**src/rtl/mul_div_unit_pkg.sv**
```systemverilog
// Shared opcode encodings, FSM states and helpers for the HI/LO multiply/divide unit.
package mul_div_unit_pkg;

  localparam int XLEN_DEF = 32;

  // One-hot mul_control encodings from the R-type decode.
  localparam logic [3:0] MULT_MC  = 4'b0001;
  localparam logic [3:0] MULTU_MC = 4'b0010;
  localparam logic [3:0] DIV_MC   = 4'b0100;
  localparam logic [3:0] DIVU_MC  = 4'b1000;

  typedef enum logic [2:0] {
    ST_IDLE,
    ST_MUL,
    ST_DIV,
    ST_FIX,
    ST_DONE
  } state_t;

  // Only the four defined encodings start an operation.
  function automatic logic is_valid_mc(input logic [3:0] mc);
    return (mc == MULT_MC) || (mc == MULTU_MC) || (mc == DIV_MC) || (mc == DIVU_MC);
  endfunction

  // mult and div interpret operands as two's complement; multu/divu do not.
  function automatic logic is_signed_mc(input logic [3:0] mc);
    return (mc == MULT_MC) || (mc == DIV_MC);
  endfunction

  function automatic logic is_div_mc(input logic [3:0] mc);
    return (mc == DIV_MC) || (mc == DIVU_MC);
  endfunction

endpackage

```
**src/rtl/mdu_datapath.sv**
```systemverilog
// Shared shift register and XLEN+1-bit adder/subtractor for the iterative multiply/divide.
// Multiply: acc = {partial product, multiplier}, one multiplier bit consumed per step.
// Divide:   acc = {remainder, dividend/quotient}, one quotient bit produced per step.
module mdu_datapath #(
  parameter int XLEN = 32
) (
  input  logic              clk,
  input  logic              rst,
  input  logic              load,
  input  logic              step,
  input  logic              mode_div,
  input  logic [XLEN-1:0]   load_lo,
  input  logic [XLEN-1:0]   load_m,
  output logic [2*XLEN-1:0] acc
);

  logic [2*XLEN-1:0] acc_q, acc_d;
  logic [XLEN-1:0]   m_q, m_d;
  logic [XLEN:0]     op_x, op_y, sum;
  logic              cin;
  logic              q_bit;

  // One shared adder: add-if-bit-set for multiply, trial subtract for divide.
  always_comb begin
    // NOTE: every signal gets a default first, so no path can leave one unassigned and infer a latch.
    acc_d = acc_q;
    m_d   = m_q;
    op_x  = {1'b0, acc_q[2*XLEN-1:XLEN]};
    op_y  = '0;
    cin   = 1'b0;
    if (mode_div) begin
      op_x = {acc_q[2*XLEN-1:XLEN], acc_q[XLEN-1]};
      op_y = ~{1'b0, m_q};
      cin  = 1'b1;
    end else if (acc_q[0]) begin
      op_y = {1'b0, m_q};
    end
    sum   = op_x + op_y + {{XLEN{1'b0}}, cin};
    // No borrow out of the trial subtract means the shifted remainder >= divisor.
    q_bit = ~sum[XLEN];
    if (load) begin
      acc_d = {{XLEN{1'b0}}, load_lo};
      m_d   = load_m;
    end else if (step) begin
      if (mode_div) begin
        acc_d = {(q_bit ? sum[XLEN-1:0] : op_x[XLEN-1:0]), acc_q[XLEN-2:0], q_bit};
      end else begin
        acc_d = {sum, acc_q[XLEN-1:1]};
      end
    end
  end

  // Shift register and operand register update.
  always_ff @(posedge clk) begin
    // NOTE: state is updated with non-blocking assignments so every flop samples pre-edge values.
    if (rst) begin
      acc_q <= '0;
      m_q   <= '0;
    end else begin
      acc_q <= acc_d;
      m_q   <= m_d;
    end
  end

  assign acc = acc_q;

endmodule

```
**src/rtl/mul_div_unit.sv**
```systemverilog
// Iterative HI/LO multiply/divide unit: FSM, iteration counter, sign handling and HI/LO registers.
module mul_div_unit
  import mul_div_unit_pkg::*;
#(
  parameter int XLEN  = XLEN_DEF,
  parameter int CNT_W = 6
) (
  input  logic            clk,
  input  logic            rst,
  input  logic            start_valid,
  output logic            start_ready,
  input  logic [3:0]      mul_control,
  input  logic [XLEN-1:0] src_a,
  input  logic [XLEN-1:0] src_b,
  input  logic            mthi,
  input  logic            mtlo,
  input  logic            cancel,
  output logic            busy,
  output logic            done,
  output logic [XLEN-1:0] hi,
  output logic [XLEN-1:0] lo
);

  state_t            state_q;
  logic [CNT_W-1:0]  cnt_q;
  logic [XLEN-1:0]   hi_q, lo_q;
  logic              done_q;
  logic              is_div_q, neg_res_q, neg_rem_q, div_zero_q;

  logic              op_signed, op_div, start_ok;
  logic              sign_a, sign_b;
  logic [XLEN-1:0]   a_abs, b_abs;
  logic [2*XLEN-1:0] dp_acc, prod_fix;
  logic [XLEN-1:0]   quo, rem, quo_fix, rem_fix, res_hi, res_lo;

  // Operand decode and magnitude extraction for the accept cycle.
  assign op_signed = is_signed_mc(mul_control);
  assign op_div    = is_div_mc(mul_control);
  assign sign_a    = op_signed & src_a[XLEN-1];
  assign sign_b    = op_signed & src_b[XLEN-1];
  assign a_abs     = sign_a ? -src_a : src_a;
  assign b_abs     = sign_b ? -src_b : src_b;
  // A flush in the same cycle vetoes the start.
  assign start_ok  = (state_q == ST_IDLE) && start_valid && !cancel && is_valid_mc(mul_control);

  mdu_datapath #(.XLEN(XLEN)) u_datapath (
    .clk      (clk),
    .rst      (rst),
    .load     (start_ok),
    .step     ((state_q == ST_MUL) || (state_q == ST_DIV)),
    .mode_div (state_q == ST_DIV),
    .load_lo  (op_div ? a_abs : b_abs),
    .load_m   (op_div ? b_abs : a_abs),
    .acc      (dp_acc)
  );

  // Signed fix-up of the unsigned magnitude result; divide by zero forces an all-ones quotient.
  assign prod_fix = neg_res_q ? -dp_acc : dp_acc;
  assign quo      = dp_acc[XLEN-1:0];
  assign rem      = dp_acc[2*XLEN-1:XLEN];
  assign quo_fix  = div_zero_q ? '1 : (neg_res_q ? -quo : quo);
  assign rem_fix  = neg_rem_q ? -rem : rem;
  assign res_hi   = is_div_q ? rem_fix : prod_fix[2*XLEN-1:XLEN];
  assign res_lo   = is_div_q ? quo_fix : prod_fix[XLEN-1:0];

  // Control FSM plus HI/LO ownership.
  always_ff @(posedge clk) begin
    if (rst) begin
      state_q    <= ST_IDLE;
      cnt_q      <= '0;
      hi_q       <= '0;
      lo_q       <= '0;
      done_q     <= 1'b0;
      is_div_q   <= 1'b0;
      neg_res_q  <= 1'b0;
      neg_rem_q  <= 1'b0;
      div_zero_q <= 1'b0;
    end else begin
      done_q <= 1'b0;
      case (state_q)
        ST_IDLE: begin
          if (start_ok) begin
            cnt_q      <= '0;
            is_div_q   <= op_div;
            neg_res_q  <= sign_a ^ sign_b;
            neg_rem_q  <= sign_a;
            div_zero_q <= op_div && (src_b == '0);
            state_q    <= op_div ? ST_DIV : ST_MUL;
          end else if (!start_valid) begin
            if (mthi) hi_q <= src_a;
            if (mtlo) lo_q <= src_a;
          end
        end
        ST_MUL, ST_DIV: begin
          if (cancel) begin
            state_q <= ST_IDLE;
          end else begin
            cnt_q <= cnt_q + CNT_W'(1);
            if (cnt_q == CNT_W'(XLEN - 1)) state_q <= ST_FIX;
          end
        end
        ST_FIX: begin
          if (cancel) begin
            state_q <= ST_IDLE;
          end else begin
            hi_q    <= res_hi;
            lo_q    <= res_lo;
            done_q  <= 1'b1;
            state_q <= ST_DONE;
          end
        end
        ST_DONE: state_q <= ST_IDLE;
        default: state_q <= ST_IDLE;
      endcase
    end
  end

  assign busy        = (state_q != ST_IDLE);
  assign start_ready = (state_q == ST_IDLE);
  assign done        = done_q;
  assign hi          = hi_q;
  assign lo          = lo_q;

  // HI/LO moves that the unit drops are flagged in simulation.
  a_mt_while_busy : assert property (@(posedge clk) disable iff (rst)
    !(busy && (mthi || mtlo)))
    else $warning("mthi/mtlo dropped: unit busy");
  a_mt_with_start : assert property (@(posedge clk) disable iff (rst)
    !(!busy && start_valid && (mthi || mtlo)))
    else $warning("mthi/mtlo dropped: start presented in the same cycle");

endmodule

```
**config.mk**
```make
export PLATFORM = sky130hd
export DESIGN_NAME = mul_div_unit
export DESIGN_NICKNAME = d
export VERILOG_FILES = /design/src/rtl/mul_div_unit_pkg.sv /design/src/rtl/mdu_datapath.sv /design/src/rtl/mul_div_unit.sv
export SDC_FILE = /design/constraint.sdc
export NUM_CORES = 1
export LEC_CHECK = 0
export CAP_MARGIN = 20
export CORE_ASPECT_RATIO = 1.2
export CORE_MARGIN = 2
export CORE_UTILIZATION = 47
export DETAILED_ROUTE_END_ITERATION = 8
export PLACE_DENSITY_LB_ADDON = 0.1
export SETUP_SLACK_MARGIN = 0.3
export SLEW_MARGIN = 20
export SYNTH_ARGS = -nofsm -noshare
export SYNTH_HDL_FRONTEND = slang
export SYNTH_SLANG_ARGS = --single-unit
```
**constraint.sdc**
```tcl
create_clock -name clk -period 8 [get_ports clk]
set_input_delay 0.8 -clock clk [delete_from_list [all_inputs] [get_ports clk]]
set_output_delay 0.8 -clock clk [all_outputs]
set_load 0.02 [all_outputs]
```
=== After elaboration in Yosys (flattened, before gate mapping) ===
Index checks and enable logic that the tools add are counted.

* Register bits after elaboration: 174
* Output and inout bits: 67
* Logic and storage cells: 105
* Input port bits: 74

* Bitwise logic cells: 6
* $add $sub $neg: 8
* Eq/ne operators: 16
* Reduce and logical (&&, ||, !) cells: 25
* Multiplexer cells: 38

{| class="wikitable"
|+ Operators with widths
! operator !! number
|-
| 32-bit 2-to-1 mux || 21
|-
| 64-bit 2-to-1 mux || 2
|-
| 32-bit negator || 4
|-
| 32-bit case mux with 2 select lines || 2
|-
| 33-bit 2-to-1 mux || 2
|-
| 64-bit negator || 1
|-
| 33-bit by 1-bit adder with 33-bit output || 1
|-
| 33-bit adder || 1
|-
| 32-bit inverter with 33-bit output || 1
|-
| 32-bit logical NOT || 1
|-
| 3-bit 2-to-1 mux || 4
|-
| 6-bit 2-to-1 mux || 2
|-
| 6-bit case mux with 2 select lines || 1
|-
| 5-bit AND reduction || 2
|-
| 3-bit case mux with 3 select lines || 1
|-
| 2-bit != test, second input constant || 4
|-
| 6-bit by 1-bit adder with 6-bit output, second input constant || 1
|-
| 3-bit by 2-bit equality test with 1-bit output, second input constant || 2
|-
| 6-bit by 5-bit equality test with 1-bit output, second input constant || 1
|-
| 1-bit logical OR || 6
|-
| 2-bit by 1-bit != test with 1-bit output, second input constant || 3
|-
| 2-bit nonzero test || 3
|-
| 2-bit OR reduction || 3
|-
| 4-bit by 1-bit equality test with 1-bit output, second input constant || 1
|-
| other kinds (16) || 23
|}

=== Longest topological paths before layout ===
* Depth after elaboration: 8
* Gate-level depth with buffers: 20

=== Cells and area by module ===
From an unflattened synthesis, not the netlist that was laid out.

* Cell total of the unflattened synthesis: 1900
* Area, all modules: 14595.2 um^2

{| class="wikitable"
|+ By module, submodules not included
! module !! seq. area each (um^2) !! area each (um^2) !! cells an instance !! times used
|-
| mul_div_unit || 1561.5 || 7514.7 || 1020 || 1
|-
| mdu_datapath || 1921.8 || 7080.5 || 880 || 1
|}

=== Worst setup path after synthesis ===
No wires, ideal clock.

* Path kind: flip-flop to flip-flop
* Start: register state_q[0]
* End: register u_datapath.acc_q[0], in the netlist u_datapath.acc[0]
* Stages on the path, launching flop included: 19
* Period minus slack after synthesis: 4.338 ns
* Path slack: 3.662 ns
* Arrival: 4.242 ns
* Path buffers: 4
* Path through: dfxtp_1 > nor2_1 > and2_1 > clkbuf_1 > buf_1 > clkbuf_1 > a21oi_1 > fa_1 > fa_1 > nand2b_1 > a21oi_1 > o21ai_1 > a2111oi_2 > nor2_1 > o221ai_1 > buf_2 > nor2_1 > a211o_1 > a221oi_1

* Word-level cells in the longest chain between the ends: 8
* Elaborated cells on any way between the ends: 17

{| class="wikitable"
|+ RTL lines
! item !! line !! text
|-
| from (decl) || mul_div_unit.sv:24 || <nowiki>state_t state_q;</nowiki>
|-
| from (signal assigned) || mul_div_unit.sv:88 || <nowiki>state_q <= op_div ? ST_DIV : ST_MUL;</nowiki>
|-
| 3-bit by 2-bit equality test with 1-bit output || mul_div_unit.sv:50, mul_div_unit.sv:51 ||
|-
| 33-bit 2-to-1 mux || mdu_datapath.sv:31 || <nowiki>if (mode_div) begin</nowiki>
|-
| 33-bit adder || mdu_datapath.sv:38 || <nowiki>sum = op_x + op_y + {{XLEN{1'b0}}, cin};</nowiki>
|-
| 33-bit by 1-bit adder with 33-bit output || mdu_datapath.sv:38 ||
|-
| 1-bit inverter || mdu_datapath.sv:40 || <nowiki>q_bit = ~sum[XLEN];</nowiki>
|-
| 64-bit 2-to-1 mux || mdu_datapath.sv:45 || <nowiki>if (mode_div) begin</nowiki>
|-
| 32-bit 2-to-1 mux || mdu_datapath.sv:44 || <nowiki>end else if (step) begin</nowiki>
|-
| 32-bit 2-to-1 mux || mdu_datapath.sv:41 || <nowiki>if (load) begin</nowiki>
|-
| to (signal assigned) || mdu_datapath.sv:57 || <nowiki>acc_q <= '0;</nowiki>
|-
| to (signal assigned) || mdu_datapath.sv:60 || <nowiki>acc_q <= acc_d;</nowiki>
|-
| to (decl) || mdu_datapath.sv:17 || <nowiki>logic [2*XLEN-1:0] acc_q, acc_d;</nowiki>
|}

Parallel ways exist; a longest one is shown, timed or not. The select of a mux whose other input is x is not followed.
A chain may end at the register's enable or synchronous reset.

=== Worst setup path after layout ===
* Start: register state_q[2]
* End: register u_datapath.acc_q[0], in the netlist u_datapath.acc[0]

Same word-level chain as after synthesis.

==> results.yml <==
run_status:
  outcome: "complete, no violations"
grt:
  globalRouteOverflowTotal: 0
  grt.total_usage_pct: 34.1
  grt_pass1_wl_mm: 80.5
  first_global_vias: 13800
  grt_antenna_before_repair: 2
  largest_net_degree_at_the_start_of_global_routing: 78
drt:
  finalWirelength_mm: 53.8
  post_drt_wl_per_cell_um: 22.4
  drc: 0
  drt_iter0_drc: 1613
  detailroute.via_count: 14900
  drt-vias-per-instance: 6.23
  postRouteAntennaNets: 0
  detailedRoute.firstPassIterationCount: 6
power_and_ir_drop:
  power_report.internal_total_mw: 2.08
  comb_power_share_pct: 44.4
  share_seq_of_total_power_pct: 33.1
  power_density_nw_per_um2: 243
  power.share.switching_pct: 45.7
  pwr-share-clk_pct: 22.5
  ir_drop_uv: 193
  p_sw_mw: 1.75
  p_leak_nw: 5.71
  total_power_mw: 3.84
die:
  total_die_area_um2: 30700
  io_pins: 141
  core_area_um2: 28800
  num_rows: 68
  dieWidth_um: 160
  fp.dieH_um: 192
  initial_core_util_pct: 47.8
synth:
  synth_area_leader_cell: "sky130_fd_sc_hd__dfxtp_1"
  synth_area_per_cell_um2: 6.94
  synth_async_sr_flop_share_pct: 0
  syn_inst: 1987
  synth.lib_cells_used.distinct: 79
  synth_top_area_share_pct: 25.3
  synth.top_cells.by_area: "sky130_fd_sc_hd__dfxtp_1 (25%), sky130_fd_sc_hd__nand2_1 (10%), sky130_fd_sc_hd__a21oi_1 (7.4%)"
  yosysSeqAreaShare_pct: 25.3
  synth_commonest_cells: "sky130_fd_sc_hd__nand2_1 (377), sky130_fd_sc_hd__a21oi_1 (205), sky130_fd_sc_hd__nor2_1 (179), sky130_fd_sc_hd__dfxtp_1 (174), sky130_fd_sc_hd__o21ai_0 (155)"
  number_of_enable_flip_flop_cells_after_synthesis: 0
  synth_warnings: 0
  yosysMostFrequentCell: "sky130_fd_sc_hd__nand2_1"
  syn_nets: 2099
  ys.flop_type: "sky130_fd_sc_hd__dfxtp_1"
  mappedNetlistArea_um2: 13800
  synth.ff_latch_count: 174
placement:
  placed_cells: 2368
  globalplace.congestion: 0.961
  place.port_buffers: 140
  hpwl_mm: 41.0
  place_worst_setup_slack_ns: 2.55
worst_setup_path:
  timing.critical_path.required_ns: 8.34
  end_kind: "flop"
  path_class: "reg2reg"
  critPathArrivalTime_ns: 5.88
  cp-start-kind: "flop"
  critPathMaxFanout: 76
clock_tree:
  cts_max_level: 4
  ctsLongestPathBuffers: 2
  cts-resized-gates: 0
  clkLatencyLatePin_ns: 0.44
  clk_pin_slew_ns: 0.08
  number_of_clock_sinks: 174
  cts_hold_fix_bufs: 0
  cts_tree: "built"
  clk_root_buffer_cell: "sky130_fd_sc_hd__clkbuf_16"
  numCtsBuffers: 17
  cts_setup_buffers: 0
timing:
  fin_crit_sh_pct: 69.3
  worst_slew_pin_slew_ns: 1.03
  hold_viol: 0
  grt_setup_unrepaired: "no"
  setup_viol: 0
  setup_tns_ns: 0
  slew-limit-headroom_pct: 31.0
  fin_worst_skew_ns: 0.0178
  slew_violations: 0
  fin_ws_ns: 2.46
  achievable-frequency_ghz: 0.180
  final_min_period_ns: 5.54
flow_run:
  timing.max_cap.violations: 0
final_layout:
  final_layout_size_suffix_gt1_share_pct: 4.91
  post_layout_nonfiller_instances: 2400
  insertedDiodeCount: 0
  layout.core_utilization_pct: 54.7
  final_net_count: 2114
  syn_to_final_growth_pct: 14.4
min_path:
  class_of_the_worst_hold_path: "reg2reg"
==> flip-flops by register name, summed over array words and instances (netlist names) <==
name,cells
hi,32
cnt_q,6
div_zero_q,1
state_q,3
lo,32
done,1
neg_res_q,1
u_datapath.m_q,32
is_div_q,1
u_datapath.acc,64
neg_rem_q,1
==> worst max-delay path: stages (launching register included) <==
cell and delay (ns):
sky130_fd_sc_hd__dfxtp_1 0.35, sky130_fd_sc_hd__nor2_1 0.12, sky130_fd_sc_hd__and2_2 0.53, sky130_fd_sc_hd__buf_4 0.68, sky130_fd_sc_hd__a21oi_1 0.19, sky130_fd_sc_hd__fa_1 0.43, sky130_fd_sc_hd__fa_1 0.42, sky130_fd_sc_hd__nand2b_1 0.19
sky130_fd_sc_hd__a21oi_1 0.25, sky130_fd_sc_hd__o21ai_1 0.15, sky130_fd_sc_hd__a2111oi_2 0.46, sky130_fd_sc_hd__nor2_1 0.21, sky130_fd_sc_hd__o221ai_2 0.53, sky130_fd_sc_hd__buf_4 0.34, sky130_fd_sc_hd__nor2_1 0.10, sky130_fd_sc_hd__a211o_1 0.24
sky130_fd_sc_hd__a221oi_1 0.25
==> power by group through the flow <==
stage	combinational, mW	sequential, mW	clock, mW
6_report	1.71	1.27	0.864
2_1_floorplan	1.25	1.15	0
4_1_cts	1.68	1.26	0.870
5_1_grt	1.86	1.28	0.903
3_5_place_dp	1.67	1.28	0
3_3_place_gp	1.65	1.28	0
==> routing by layer <==
layer | track usage, % | share of wire, %
met5 | 0 | 0
met4 | 19.8 | 6.2
met3 | 3.58 | 5.3
met2 | 60.9 | 50
met1 | 39.9 | 39
==> final timing paths <==
path                    from  cells after the start  slack (ns)                end
hold reg to reg       lo[11]                      2        0.45             lo[11]
setup / recovery  state_q[2]                     16        2.46  u_datapath.acc[0]
hold / removal        lo[11]                      2        0.45             lo[11]
setup reg to reg  state_q[2]                     16        2.46  u_datapath.acc[0]
==> cells in the final DEF (no fill, tap or decap), types with 5 or more instances in the layout <==
| cell | count |
|---|---|
| sky130_fd_sc_hd__a41oi_1 | 5 |
| sky130_fd_sc_hd__o211ai_1 | 39 |
| sky130_fd_sc_hd__a31o_2 | 9 |
| sky130_fd_sc_hd__o21ai_1 | 7 |
| sky130_fd_sc_hd__inv_1 | 35 |
| sky130_fd_sc_hd__or4_1 | 14 |
| sky130_fd_sc_hd__clkbuf_16 | 17 |
| sky130_fd_sc_hd__a22oi_1 | 8 |
| sky130_fd_sc_hd__o22ai_1 | 10 |
| sky130_fd_sc_hd__o41ai_1 | 12 |
| sky130_fd_sc_hd__xnor2_1 | 93 |
| sky130_fd_sc_hd__a21boi_0 | 8 |
| sky130_fd_sc_hd__a311oi_1 | 11 |
| sky130_fd_sc_hd__ha_1 | 36 |
| sky130_fd_sc_hd__o31ai_1 | 25 |
| sky130_fd_sc_hd__nor4_1 | 14 |
| sky130_fd_sc_hd__a222oi_1 | 5 |
| sky130_fd_sc_hd__a21oi_1 | 202 |
| sky130_fd_sc_hd__a211oi_1 | 30 |
| sky130_fd_sc_hd__dfxtp_1 | 174 |
| sky130_fd_sc_hd__or3_1 | 14 |
| sky130_fd_sc_hd__nor2_1 | 178 |
| sky130_fd_sc_hd__nor3_1 | 40 |
| sky130_fd_sc_hd__o21ai_0 | 155 |
| sky130_fd_sc_hd__nand2b_1 | 19 |
| sky130_fd_sc_hd__buf_4 | 18 |
| sky130_fd_sc_hd__nand3_1 | 43 |
| sky130_fd_sc_hd__clkdlybuf4s50_1 | 139 |
| sky130_fd_sc_hd__mux2i_1 | 16 |
| sky130_fd_sc_hd__and3_1 | 5 |
| sky130_fd_sc_hd__a31oi_1 | 25 |
| sky130_fd_sc_hd__inv_8 | 6 |
| sky130_fd_sc_hd__o221ai_1 | 26 |
| sky130_fd_sc_hd__nand2_1 | 377 |
| sky130_fd_sc_hd__or2_2 | 8 |
| sky130_fd_sc_hd__and2_1 | 13 |
| sky130_fd_sc_hd__nand4_1 | 12 |
| sky130_fd_sc_hd__a21o_1 | 10 |
| sky130_fd_sc_hd__xor2_1 | 64 |
==> cell type report <==
cell class,count,area (um^2)
repair buffers,157,1530
fillers,2878,13100
well taps,385,482
multi-input cells,1616,9560
clock buffers,18,429
flip-flops and latches,174,3480
inverters,36,135
clock inverters,14,163
==> cell families (layout without fill, tap and decap cells) <==
kind of cell	count (synthesis)	after routing	share of synthesized area (%)
XOR/XNOR	157	157	9.97
flip-flops	174	174	25.3
buffers and inverters	197	225	5.72
AO/OA/AOI/OAI	640	640	29.5
multiplexers	16	16	1.16
adder cells (fa/ha/maj)	38	38	3.56
AND/OR/NAND/NOR	765	765	24.8
==> metrics by stage <==
step	instance area, um^2	hold slack (ns)
final	15800	0.451
after global placement	15200	0.440
after floorplan	13800	0.442
after CTS	15800	0.454
after detailed placement	15200	0.444
after global routing	15800	0.474
No activity file was read; power rests on OpenSTA's default activity.
